**src/rtl/cdb_arbiter_if.sv**
```systemverilog
// FU writeback handshake and CDB slot bundle for cdb_arbiter.
interface cdb_arbiter_if #(
  parameter int unsigned NUM_FU    = 4,
  parameter int unsigned CDB_PORTS = 2,
  parameter int unsigned ROB_ID_W  = 3,
  parameter int unsigned PREG_W    = 6
);

  logic [NUM_FU-1:0]                fu_valid;
  logic [NUM_FU-1:0]                fu_ready;
  logic [NUM_FU-1:0][ROB_ID_W-1:0]  fu_rob_id;
  logic [NUM_FU-1:0][PREG_W-1:0]    fu_phys_rd;
  logic [NUM_FU-1:0][31:0]          fu_value;
  logic [NUM_FU-1:0]                fu_branch_result;

  logic [CDB_PORTS-1:0]               cdb_valid;
  logic [CDB_PORTS-1:0][ROB_ID_W-1:0] cdb_rob_id;
  logic [CDB_PORTS-1:0][PREG_W-1:0]   cdb_phys_rd;
  logic [CDB_PORTS-1:0][31:0]         cdb_value;
  logic [CDB_PORTS-1:0]               cdb_branch_result;

  modport master (
    output fu_valid, fu_rob_id, fu_phys_rd, fu_value, fu_branch_result,
    input  fu_ready,
    input  cdb_valid, cdb_rob_id, cdb_phys_rd, cdb_value, cdb_branch_result
  );

  modport slave (
    input  fu_valid, fu_rob_id, fu_phys_rd, fu_value, fu_branch_result,
    output fu_ready,
    output cdb_valid, cdb_rob_id, cdb_phys_rd, cdb_value, cdb_branch_result
  );

endinterface

```
**src/rtl/cdb_arbiter.sv**
```systemverilog
// CDB transmitter: per-FU result FIFOs, round-robin grant of CDB_PORTS registered slots.
// Define CDB_BYPASS_EN to let an empty FU be granted straight from its inputs (latency 1).
module cdb_arbiter #(
  parameter int unsigned NUM_FU     = 4,
  parameter int unsigned CDB_PORTS  = 2,
  parameter int unsigned FIFO_DEPTH = 2,
  parameter int unsigned ROB_DEPTH  = 8,
  parameter int unsigned PREG_W     = 6
) (
  input  logic         clk,
  input  logic         rst,
  input  logic         flush,
  cdb_arbiter_if.slave bus
);

  localparam int unsigned ROB_ID_W = $clog2(ROB_DEPTH);
  localparam int unsigned FU_W     = (NUM_FU > 1) ? $clog2(NUM_FU) : 1;
  localparam int unsigned PTR_W    = $clog2(FIFO_DEPTH);
  localparam int unsigned CNT_W    = PTR_W + 1;

  typedef struct packed {
    logic [ROB_ID_W-1:0] rob_id;
    logic [PREG_W-1:0]   phys_rd;
    logic [31:0]         value;
    logic                br;
  } res_t;

  res_t             mem_q    [NUM_FU][FIFO_DEPTH];
  logic [PTR_W-1:0] wr_ptr_q [NUM_FU];
  logic [PTR_W-1:0] wr_ptr_d [NUM_FU];
  logic [PTR_W-1:0] rd_ptr_q [NUM_FU];
  logic [PTR_W-1:0] rd_ptr_d [NUM_FU];
  logic [CNT_W-1:0] cnt_q    [NUM_FU];
  logic [CNT_W-1:0] cnt_d    [NUM_FU];
  logic [FU_W-1:0]  rr_q, rr_d;
  logic             alive_q;

  logic [CDB_PORTS-1:0] out_vld_q, out_vld_d;
  res_t                 out_res_q [CDB_PORTS];
  res_t                 out_res_d [CDB_PORTS];

  res_t                 in_res   [NUM_FU];
  res_t                 src      [NUM_FU];
  res_t                 slot_res [CDB_PORTS];
  logic [CDB_PORTS-1:0] slot_vld;
  logic [NUM_FU-1:0]    nonempty, ready, cand, grant, push, pop;
  logic [FU_W-1:0]      last_fu;

  always_comb begin
    for (int unsigned i = 0; i < NUM_FU; i++) begin
      in_res[i].rob_id  = bus.fu_rob_id[i];
      in_res[i].phys_rd = bus.fu_phys_rd[i];
      in_res[i].value   = bus.fu_value[i];
      in_res[i].br      = bus.fu_branch_result[i];
      nonempty[i]       = (cnt_q[i] != '0);
      // alive_q keeps ready low from reset assertion until the first edge after release
      ready[i]          = alive_q && (cnt_q[i] < CNT_W'(FIFO_DEPTH));
`ifdef CDB_BYPASS_EN
      cand[i] = nonempty[i] || (bus.fu_valid[i] && ready[i]);
      src[i]  = nonempty[i] ? mem_q[i][rd_ptr_q[i]] : in_res[i];
`else
      cand[i] = nonempty[i];
      src[i]  = mem_q[i][rd_ptr_q[i]];
`endif
    end
  end

  // Scan from rr_q; each candidate takes the lowest free slot, so slots fill in scan order.
  always_comb begin
    logic [FU_W-1:0] idx;
    logic            taken;
    grant    = '0;
    slot_vld = '0;
    last_fu  = rr_q;
    idx      = '0;
    taken    = 1'b0;
    for (int unsigned s = 0; s < CDB_PORTS; s++) slot_res[s] = '0;
    for (int unsigned k = 0; k < NUM_FU; k++) begin
      idx   = FU_W'((32'(rr_q) + k) % NUM_FU);
      taken = 1'b0;
      for (int unsigned s = 0; s < CDB_PORTS; s++) begin
        if (cand[idx] && !taken && !slot_vld[s]) begin
          slot_vld[s] = 1'b1;
          slot_res[s] = src[idx];
          grant[idx]  = 1'b1;
          last_fu     = idx;
          taken       = 1'b1;
        end
      end
    end
  end

  always_comb begin
    for (int unsigned i = 0; i < NUM_FU; i++) begin
      push[i] = bus.fu_valid[i] && ready[i] && !flush;
`ifdef CDB_BYPASS_EN
      push[i] = push[i] && !(grant[i] && !nonempty[i]);
`endif
      pop[i]      = grant[i] && nonempty[i] && !flush;
      wr_ptr_d[i] = flush ? '0 : wr_ptr_q[i] + PTR_W'(push[i]);
      rd_ptr_d[i] = flush ? '0 : rd_ptr_q[i] + PTR_W'(pop[i]);
      cnt_d[i]    = flush ? '0 : cnt_q[i] + CNT_W'(push[i]) - CNT_W'(pop[i]);
    end

    if (flush)       rr_d = '0;
    else if (|grant) rr_d = FU_W'((32'(last_fu) + 1) % NUM_FU);
    else             rr_d = rr_q;

    out_vld_d = flush ? '0 : slot_vld;
    for (int unsigned s = 0; s < CDB_PORTS; s++)
      out_res_d[s] = (slot_vld[s] && !flush) ? slot_res[s] : out_res_q[s];
  end

  always_ff @(posedge clk or negedge rst) begin
    if (!rst) begin
      for (int unsigned i = 0; i < NUM_FU; i++) begin
        wr_ptr_q[i] <= '0;
        rd_ptr_q[i] <= '0;
        cnt_q[i]    <= '0;
      end
      for (int unsigned s = 0; s < CDB_PORTS; s++) out_res_q[s] <= '0;
      rr_q      <= '0;
      out_vld_q <= '0;
      alive_q   <= 1'b0;
    end else begin
      for (int unsigned i = 0; i < NUM_FU; i++) begin
        wr_ptr_q[i] <= wr_ptr_d[i];
        rd_ptr_q[i] <= rd_ptr_d[i];
        cnt_q[i]    <= cnt_d[i];
      end
      for (int unsigned s = 0; s < CDB_PORTS; s++) out_res_q[s] <= out_res_d[s];
      rr_q      <= rr_d;
      out_vld_q <= out_vld_d;
      alive_q   <= 1'b1;
    end
  end

  // Entry storage needs no reset: only slots covered by cnt_q are ever granted.
  always_ff @(posedge clk) begin
    for (int unsigned i = 0; i < NUM_FU; i++)
      if (push[i]) mem_q[i][wr_ptr_q[i]] <= in_res[i];
  end

  always_comb begin
    bus.fu_ready  = ready;
    bus.cdb_valid = out_vld_q;
    for (int unsigned s = 0; s < CDB_PORTS; s++) begin
      bus.cdb_rob_id[s]        = out_res_q[s].rob_id;
      bus.cdb_phys_rd[s]       = out_res_q[s].phys_rd;
      bus.cdb_value[s]         = out_res_q[s].value;
      bus.cdb_branch_result[s] = out_res_q[s].br;
    end
  end

endmodule

```
**src/flat_wrapper.sv**
```systemverilog
// flat-port wrapper written by rule: the top's interface ports become plain ports
module cdb_arbiter_flat 
#(
  parameter int unsigned NUM_FU     = 4,
  parameter int unsigned CDB_PORTS  = 2,
  parameter int unsigned FIFO_DEPTH = 2,
  parameter int unsigned ROB_DEPTH  = 8,
  parameter int unsigned PREG_W     = 6
)
  (clk, rst, flush, bus_fu_valid, bus_fu_rob_id, bus_fu_phys_rd, bus_fu_value, bus_fu_branch_result, bus_fu_ready, bus_cdb_valid, bus_cdb_rob_id, bus_cdb_phys_rd, bus_cdb_value, bus_cdb_branch_result);
  cdb_arbiter_if #(.NUM_FU(NUM_FU), .CDB_PORTS(CDB_PORTS), .PREG_W(PREG_W)) bus_i ();
  input  logic clk;
  input  logic rst;
  input  logic flush;
  input wire logic [$bits(bus_i.fu_valid)-1:0] bus_fu_valid;
  input wire logic [$bits(bus_i.fu_rob_id)-1:0] bus_fu_rob_id;
  input wire logic [$bits(bus_i.fu_phys_rd)-1:0] bus_fu_phys_rd;
  input wire logic [$bits(bus_i.fu_value)-1:0] bus_fu_value;
  input wire logic [$bits(bus_i.fu_branch_result)-1:0] bus_fu_branch_result;
  output wire logic [$bits(bus_i.fu_ready)-1:0] bus_fu_ready;
  output wire logic [$bits(bus_i.cdb_valid)-1:0] bus_cdb_valid;
  output wire logic [$bits(bus_i.cdb_rob_id)-1:0] bus_cdb_rob_id;
  output wire logic [$bits(bus_i.cdb_phys_rd)-1:0] bus_cdb_phys_rd;
  output wire logic [$bits(bus_i.cdb_value)-1:0] bus_cdb_value;
  output wire logic [$bits(bus_i.cdb_branch_result)-1:0] bus_cdb_branch_result;
  assign bus_i.fu_valid = bus_fu_valid;
  assign bus_i.fu_rob_id = bus_fu_rob_id;
  assign bus_i.fu_phys_rd = bus_fu_phys_rd;
  assign bus_i.fu_value = bus_fu_value;
  assign bus_i.fu_branch_result = bus_fu_branch_result;
  assign bus_fu_ready = bus_i.fu_ready;
  assign bus_cdb_valid = bus_i.cdb_valid;
  assign bus_cdb_rob_id = bus_i.cdb_rob_id;
  assign bus_cdb_phys_rd = bus_i.cdb_phys_rd;
  assign bus_cdb_value = bus_i.cdb_value;
  assign bus_cdb_branch_result = bus_i.cdb_branch_result;
  cdb_arbiter #(.NUM_FU(NUM_FU), .CDB_PORTS(CDB_PORTS), .FIFO_DEPTH(FIFO_DEPTH), .ROB_DEPTH(ROB_DEPTH), .PREG_W(PREG_W)) u_core (.clk(clk), .rst(rst), .flush(flush), .bus(bus_i));
endmodule
```
**config.mk**
```make
export PLATFORM = sky130hd
export DESIGN_NAME = cdb_arbiter_flat
export DESIGN_NICKNAME = d
export VERILOG_FILES = /design/src/rtl/cdb_arbiter_if.sv /design/src/rtl/cdb_arbiter.sv /design/src/flat_wrapper.sv
export SDC_FILE = /design/constraint.sdc
export NUM_CORES = 1
export LEC_CHECK = 0
export ABC_CLOCK_PERIOD_IN_PS = 4700
export BUFFER_PORTS_ARGS = -buffer_cell sky130_fd_sc_hd__buf_2
export CAP_MARGIN = 10
export CORE_ASPECT_RATIO = 0.5
export CORE_MARGIN = 1.5
export CORE_UTILIZATION = 50
export DETAILED_ROUTE_END_ITERATION = 12
export PLACE_DENSITY = 0.7
export SLEW_MARGIN = 40
export SYNTH_ARGS = -nofsm -noshare
export SYNTH_HDL_FRONTEND = slang
export SYNTH_SLANG_ARGS = --single-unit
```
**constraint.sdc**
```tcl
create_clock -name clk -period 4.7 [get_ports clk]
set_input_delay 0.705 -clock clk [delete_from_list [all_inputs] [get_ports clk]]
set_output_delay 0.705 -clock clk [all_outputs]
set_load 0.01 [all_outputs]
```
**Yosys cells after proc, flatten, opt, wreduce, memory -nomap -nowiden**

Memory sizes are Yosys's and may differ from the RTL's.
Index checks and enable logic that the tools add are counted.

- Register bits: 105
- Memories kept: 1
- Bits in writable memories: 336
- Logic and storage cells: 251

Memory list:

| memory | depth | width | rd ports | clocked after memory_dff | wr ports | line | source |
|---|---|---|---|---|---|---|---|
| u_core.mem_q | 4 | 84 | 4 | 0 | 4 | cdb_arbiter.sv:28 | `res_t mem_q [NUM_FU][FIFO_DEPTH];` |

- $add $sub $neg: 20
- Bitwise operators: 19
- Muxes and demuxes: 104
- Magnitude comparators: 28
- Reductions and logical operators: 56

Operators with widths:

| operator | number |
|---|---|
| $mux 42 | 32 |
| $bmux 42 s2 | 4 |
| $mux 84 | 4 |
| $demux 42 s1 | 4 |
| $logic_and 1x1->1 | 40 |
| $mux 4 | 8 |
| $mux 1 | 31 |
| $or 4x4->4 | 7 |
| $mux 2 | 13 |
| $ge 2x2->1 const B | 8 |
| $not 1->2 | 8 |
| $ge 3x3->1 const B | 4 |
| $lt 2x3->1 const B | 4 |
| $not 2->3 | 4 |
| $logic_not 1->1 | 10 |
| $reduce_bool 2->1 | 5 |
| $add 1x1->1 | 8 |
| $add 2x1->2 | 4 |
| $bmux 1 s2 | 4 |
| $demux 1 s2 | 4 |
| $ge 2x1->1 const B | 4 |
| $lt 2x1->1 const B | 4 |
| $lt 2x2->1 const B | 4 |
| $sub 2x1->2 | 4 |
| 3 further kinds | 5 |

**Longest topological paths before layout**

- Depth in word-level cells: 23
- Depth in mapped cells: 18

**Worst setup path before layout**

Ideal clock, no wire load.

- Kind: reg-to-reg
- From: reg u_core.rr_q[0]
- To: reg u_core.cnt_q[3] (netlist bit)
- Path buffers: 4
- Path slack: 0.499 ns
- Cell stages (with the launch flop): 19
- Arrival time: 4.069 ns
- Period minus slack after synthesis: 4.201 ns
- Cells stage by stage: dfrtp_1 -> clkbuf_1 -> inv_2 -> clkbuf_1 -> clkbuf_1 -> ha_1 -> clkbuf_1 -> or3b_2 -> a31oi_1 -> a2111oi_0 -> and2_1 -> nand2_1 -> a211oi_1 -> ha_1 -> inv_1 -> ha_1 -> xor2_1 -> xnor2_1 -> nor2_1

RTL lines:

| item | line | source |
|---|---|---|
| start, declared | cdb_arbiter.sv:35 | `logic [FU_W-1:0] rr_q, rr_d;` |
| start signal, assigned | cdb_arbiter.sv:132 | `rr_q <= rr_d;` |
| end signal, assigned by index | cdb_arbiter.sv:129 | `cnt_q[i] <= cnt_d[i];` |
| end, declared | cdb_arbiter.sv:33 | `logic [CNT_W-1:0] cnt_q [NUM_FU];` |

==> metrics.md <==
| Metric | Value |
|---|---|
| Flop2flop setup slack | 0.83 ns |
| Fmax | 258 MHz |
| Filler cells | 3592 |
| Core area | 0.0438 mm2 |
| Setup Skew | 0.0222 ns |
| IO Pins | 265 |
| Hold/Removal Path Class | input port to async pin |
| DR pass1 iterations | 10 |
| Via-to-Cell Ratio | 6.08 |
| Worst Tran Pin Value | 0.850 ns |
| Setup tns final | 0 ns |
| Synth warnings | 0 |
| Post-cts sizing count | 0 |
| Leak | 0.00972 uW |
| Largest net degree at the start of global routing | 96 |
| Synth-to-layout area growth | 15.2% |
| Post-CTS Repair Setup Buffers | 0 |
| Post-synth ARST share | 0.238 |
| Hold_buf cts | 0 |
| CP Launch Type | flip-flop |
| Inserted Clock Buffers | 41 |
| VDD IR-drop max | 0.442 mV |
| Hold_ws | 0.119 ns |
| Outcome | complete, but fails checks |
| Share of layout cells above drive strength 1 | 0.212 |
| Critical path fanouts, max | 42 |
| CTS clock-pin slew for the worst setup and hold paths | 0.07 ns |
| Critical path class | flip-flop to flip-flop |
| Clock period minus worst slack | 3.87 ns |
| Fin. max-slew vios | 0 |
| Worst endpoint required time | 5.12 ns |
| Initial DRC Count | 1887 |
| TritonCTS clock tree | yes |
| Routed wire per std cell | 22.6 um |
| Buffer depth of the longest clock path | 3 |
| Worst path bufs/invs | 3 |
| Clock latency on the worst-skew pair | 0.57 ns |
| First-pass GRT wire length | 98500 um |
| Pwr per Cell Area | 598 mW/mm2 |
| Cell count after placement | 2789 |
| Die W | 302 um |
| Final nets | 2442 |
| CP most frequent cell | ha_1 |
| Final Setup Violations | 0 |
| Vias | 17400 |
| CP Capture Type | flip-flop |
| Final period util | 0.823 |
| Die Ht | 153 um |
| Sequential area share after synthesis | 0.569 |
| Initial antenna violation count | 5 |
| Starting density of the core | 0.510 |
| Full die area | 0.0461 mm2 |
| Yosys reg bits | 441 |
| FP Rows | 54 |
| Post-synth EDFFs | 336 |
| All-Layer GR Usage | 0.279 |
| CTS root buffer | clkbuf_16 |
| Clk sinks | 441 |
| Mapped Nets | 2262 |
| Vias in the first global route | 16700 |
| Grt total ovfl | 0 |
| Post-route insts no fill | 2869 |
| Mapped cell area | 0.0224 mm2 |
| Worst path slowest cell | dfrtp_4 |
| Input/output buffers | 264 |
| Final hold vios | 0 |
| Post-DRT Antenna Nets | 0 |
| Avg Inst Size Synth | 10.8 um2 |
| Final GP Congestion | 0.864 |
| Drc violations | 5 |
| Unrepaired setup endpoints after global routing | no |
| Delay-heaviest family, CP | adder cells |
| Crit-path max cell delay | 0.72 ns |
| Critical-path cell list | inv_2 -> ha_4 -> buf_4 -> mux4_2 -> a21oi_1 -> a222oi_1 -> a211oi_1 -> ha_1 -> inv_1 -> ha_1 -> xor2_1 -> xnor2_1 -> nor2_1 |
| Max_cap viols | 0 |
| Cells after Synth | 2064 |
| Routed WL | 64700 um |
| Distinct cell type count after synthesis | 61 |
| Failing checks | DRC |
| H-tree levels | 2 |
| Top FF cell, synth | edfxtp_1 |
| Slew HR | 0.434 |
| Arr. time, crit path | 4.29 ns |
| Hpwl dp | 41900 um |
==> worst paths after layout <==
check | start | endpoint | depth (start not counted)
setup / recovery | u_core.rr_q[1]$_DFFE_PN0P_ | u_core.cnt_q[3]$_DFF_PN0_ | 13
hold / removal | rst | u_core.cnt_q[1]$_DFF_PN0_ | 1
setup reg to reg | u_core.rr_q[1]$_DFFE_PN0P_ | u_core.cnt_q[3]$_DFF_PN0_ | 13
hold reg to reg | u_core.bus.cdb_rob_id[3]$_DFFE_PN0P_ | u_core.bus.cdb_rob_id[3]$_DFFE_PN0P_ | 2
max in group asynchronous | rst | u_core.bus.cdb_value[12]$_DFFE_PN0P_ | 2
min in group clk | bus_fu_phys_rd[23] | u_core.mem_q[3][80]$_DFFE_PP_ | 1
==> synthesized netlist by cell type (all sizes together) (3+ instances only) <==
cell	count	area share
edfxtp	336	0.45
nor2	305	0.051
a21oi	297	0.066
nand2	146	0.025
mux2i	145	0.065
clkbuf	125	0.021
dfrtp	105	0.12
inv	101	0.017
a221oi	84	0.033
mux2	73	0.037
buf	47	0.0097
a22oi	42	0.014
o311ai	42	0.016
o31ai	42	0.014
nor2b	24	0.0067
ha	23	0.013
and2	17	0.0048
nor3	17	0.0038
o31a	13	0.0051
a211oi	7	0.0023
o21ai	6	0.0013
xnor2	6	0.0023
xor2	5	0.0020
nand2b	4	0.0011
nor3b	4	0.0013
o22ai	4	0.0011
or2	4	0.0011
mux4	3	0.0030
==> cell type report <==
class | instances | area, um2 | area share
flip-flops and latches | 441 | 12700 | 0.494
multi-input cells | 1349 | 8720 | 0.338
repair buffers | 309 | 1760 | 0.0681
clock buffers | 50 | 1110 | 0.0431
well taps | 588 | 736 | 0.0286
inverters | 102 | 388 | 0.0151
clock inverters | 25 | 303 | 0.0118
diodes | 5 | 12.5 | 0.000486
==> cell usage in the layout (no fill, tap or decap), drive strengths merged, types with 3 or more instances in the layout <==
cell type / instances
nor3: 17
bufinv: 6
clkinv: 14
and2: 17
xnor2: 6
nor2: 305
a211oi: 7
o31a: 13
clkbuf: 50
edfxtp: 336
mux2i: 145
a21oi: 297
a221oi: 84
or2: 4
mux2: 73
a22oi: 42
buf: 309
o21ai: 6
nor3b: 4
xor2: 5
inv: 104
clkinvlp: 3
ha: 23
diode: 5
dfrtp: 105
nand2: 146
o31ai: 42
o22ai: 4
nand2b: 4
mux4: 3
o311ai: 42
nor2b: 24
==> logic make-up after synthesis <==
group | share of synthesized area
adders and majority gates | 0.0129
xor gates and xnor gates | 0.00431
buffers and inverters | 0.0478
AOI/OAI and AO/OA | 0.164
other | 0.000168
DFF | 0.569
muxes | 0.105
and+or+nand+nor | 0.0977
==> sequential cells by signal (all words and copies together), names as in the netlist <==
signal                        cells
u_core.mem_q                    336
u_core.bus.cdb_value             64
u_core.bus.cdb_phys_rd           12
u_core.cnt_q                      8
u_core.bus.cdb_rob_id             6
u_core.rd_ptr_q                   4
u_core.wr_ptr_q                   4
u_core.bus.cdb_branch_result      2
u_core.bus.cdb_valid              2
u_core.rr_q                       2
u_core.alive_q                    1
==> power by group <==
group          leakage (uW)  switching (uW)  internal, uW
Sequential          0.00428             428          4700
Combinational       0.00475            4260          2460
Clock              0.000689            1530          2030
==> routing by layer <==
| layer | share of wire | routed length, um | vias up | track usage |
|---|---|---|---|---|
| met5 | 0 | 0 | - | 0 |
| met4 | 0.029 | 1860 | 0 | 0.0869 |
| met3 | 0.092 | 5930 | 130 | 0.0592 |
| met2 | 0.47 | 30300 | 836 | 0.446 |
| met1 | 0.41 | 26600 | 8529 | 0.383 |
| li1 | - | - | 7950 | - |
==> through the flow <==
step | utilization | worst slack, ns | instance area [um2] | total power, uW
floorplan | - | 0.499 | 22400 | 9740
global placement | 0.553 | 1.03 | 24300 | 11600
detailed placement | 0.554 | 0.942 | 24300 | 11800
CTS | 0.587 | 0.934 | 25700 | 15300
global route | 0.587 | 0.571 | 25800 | 16300
finish | 0.587 | 0.830 | 25800 | 15400
Power figures use the tool's default switching activity.
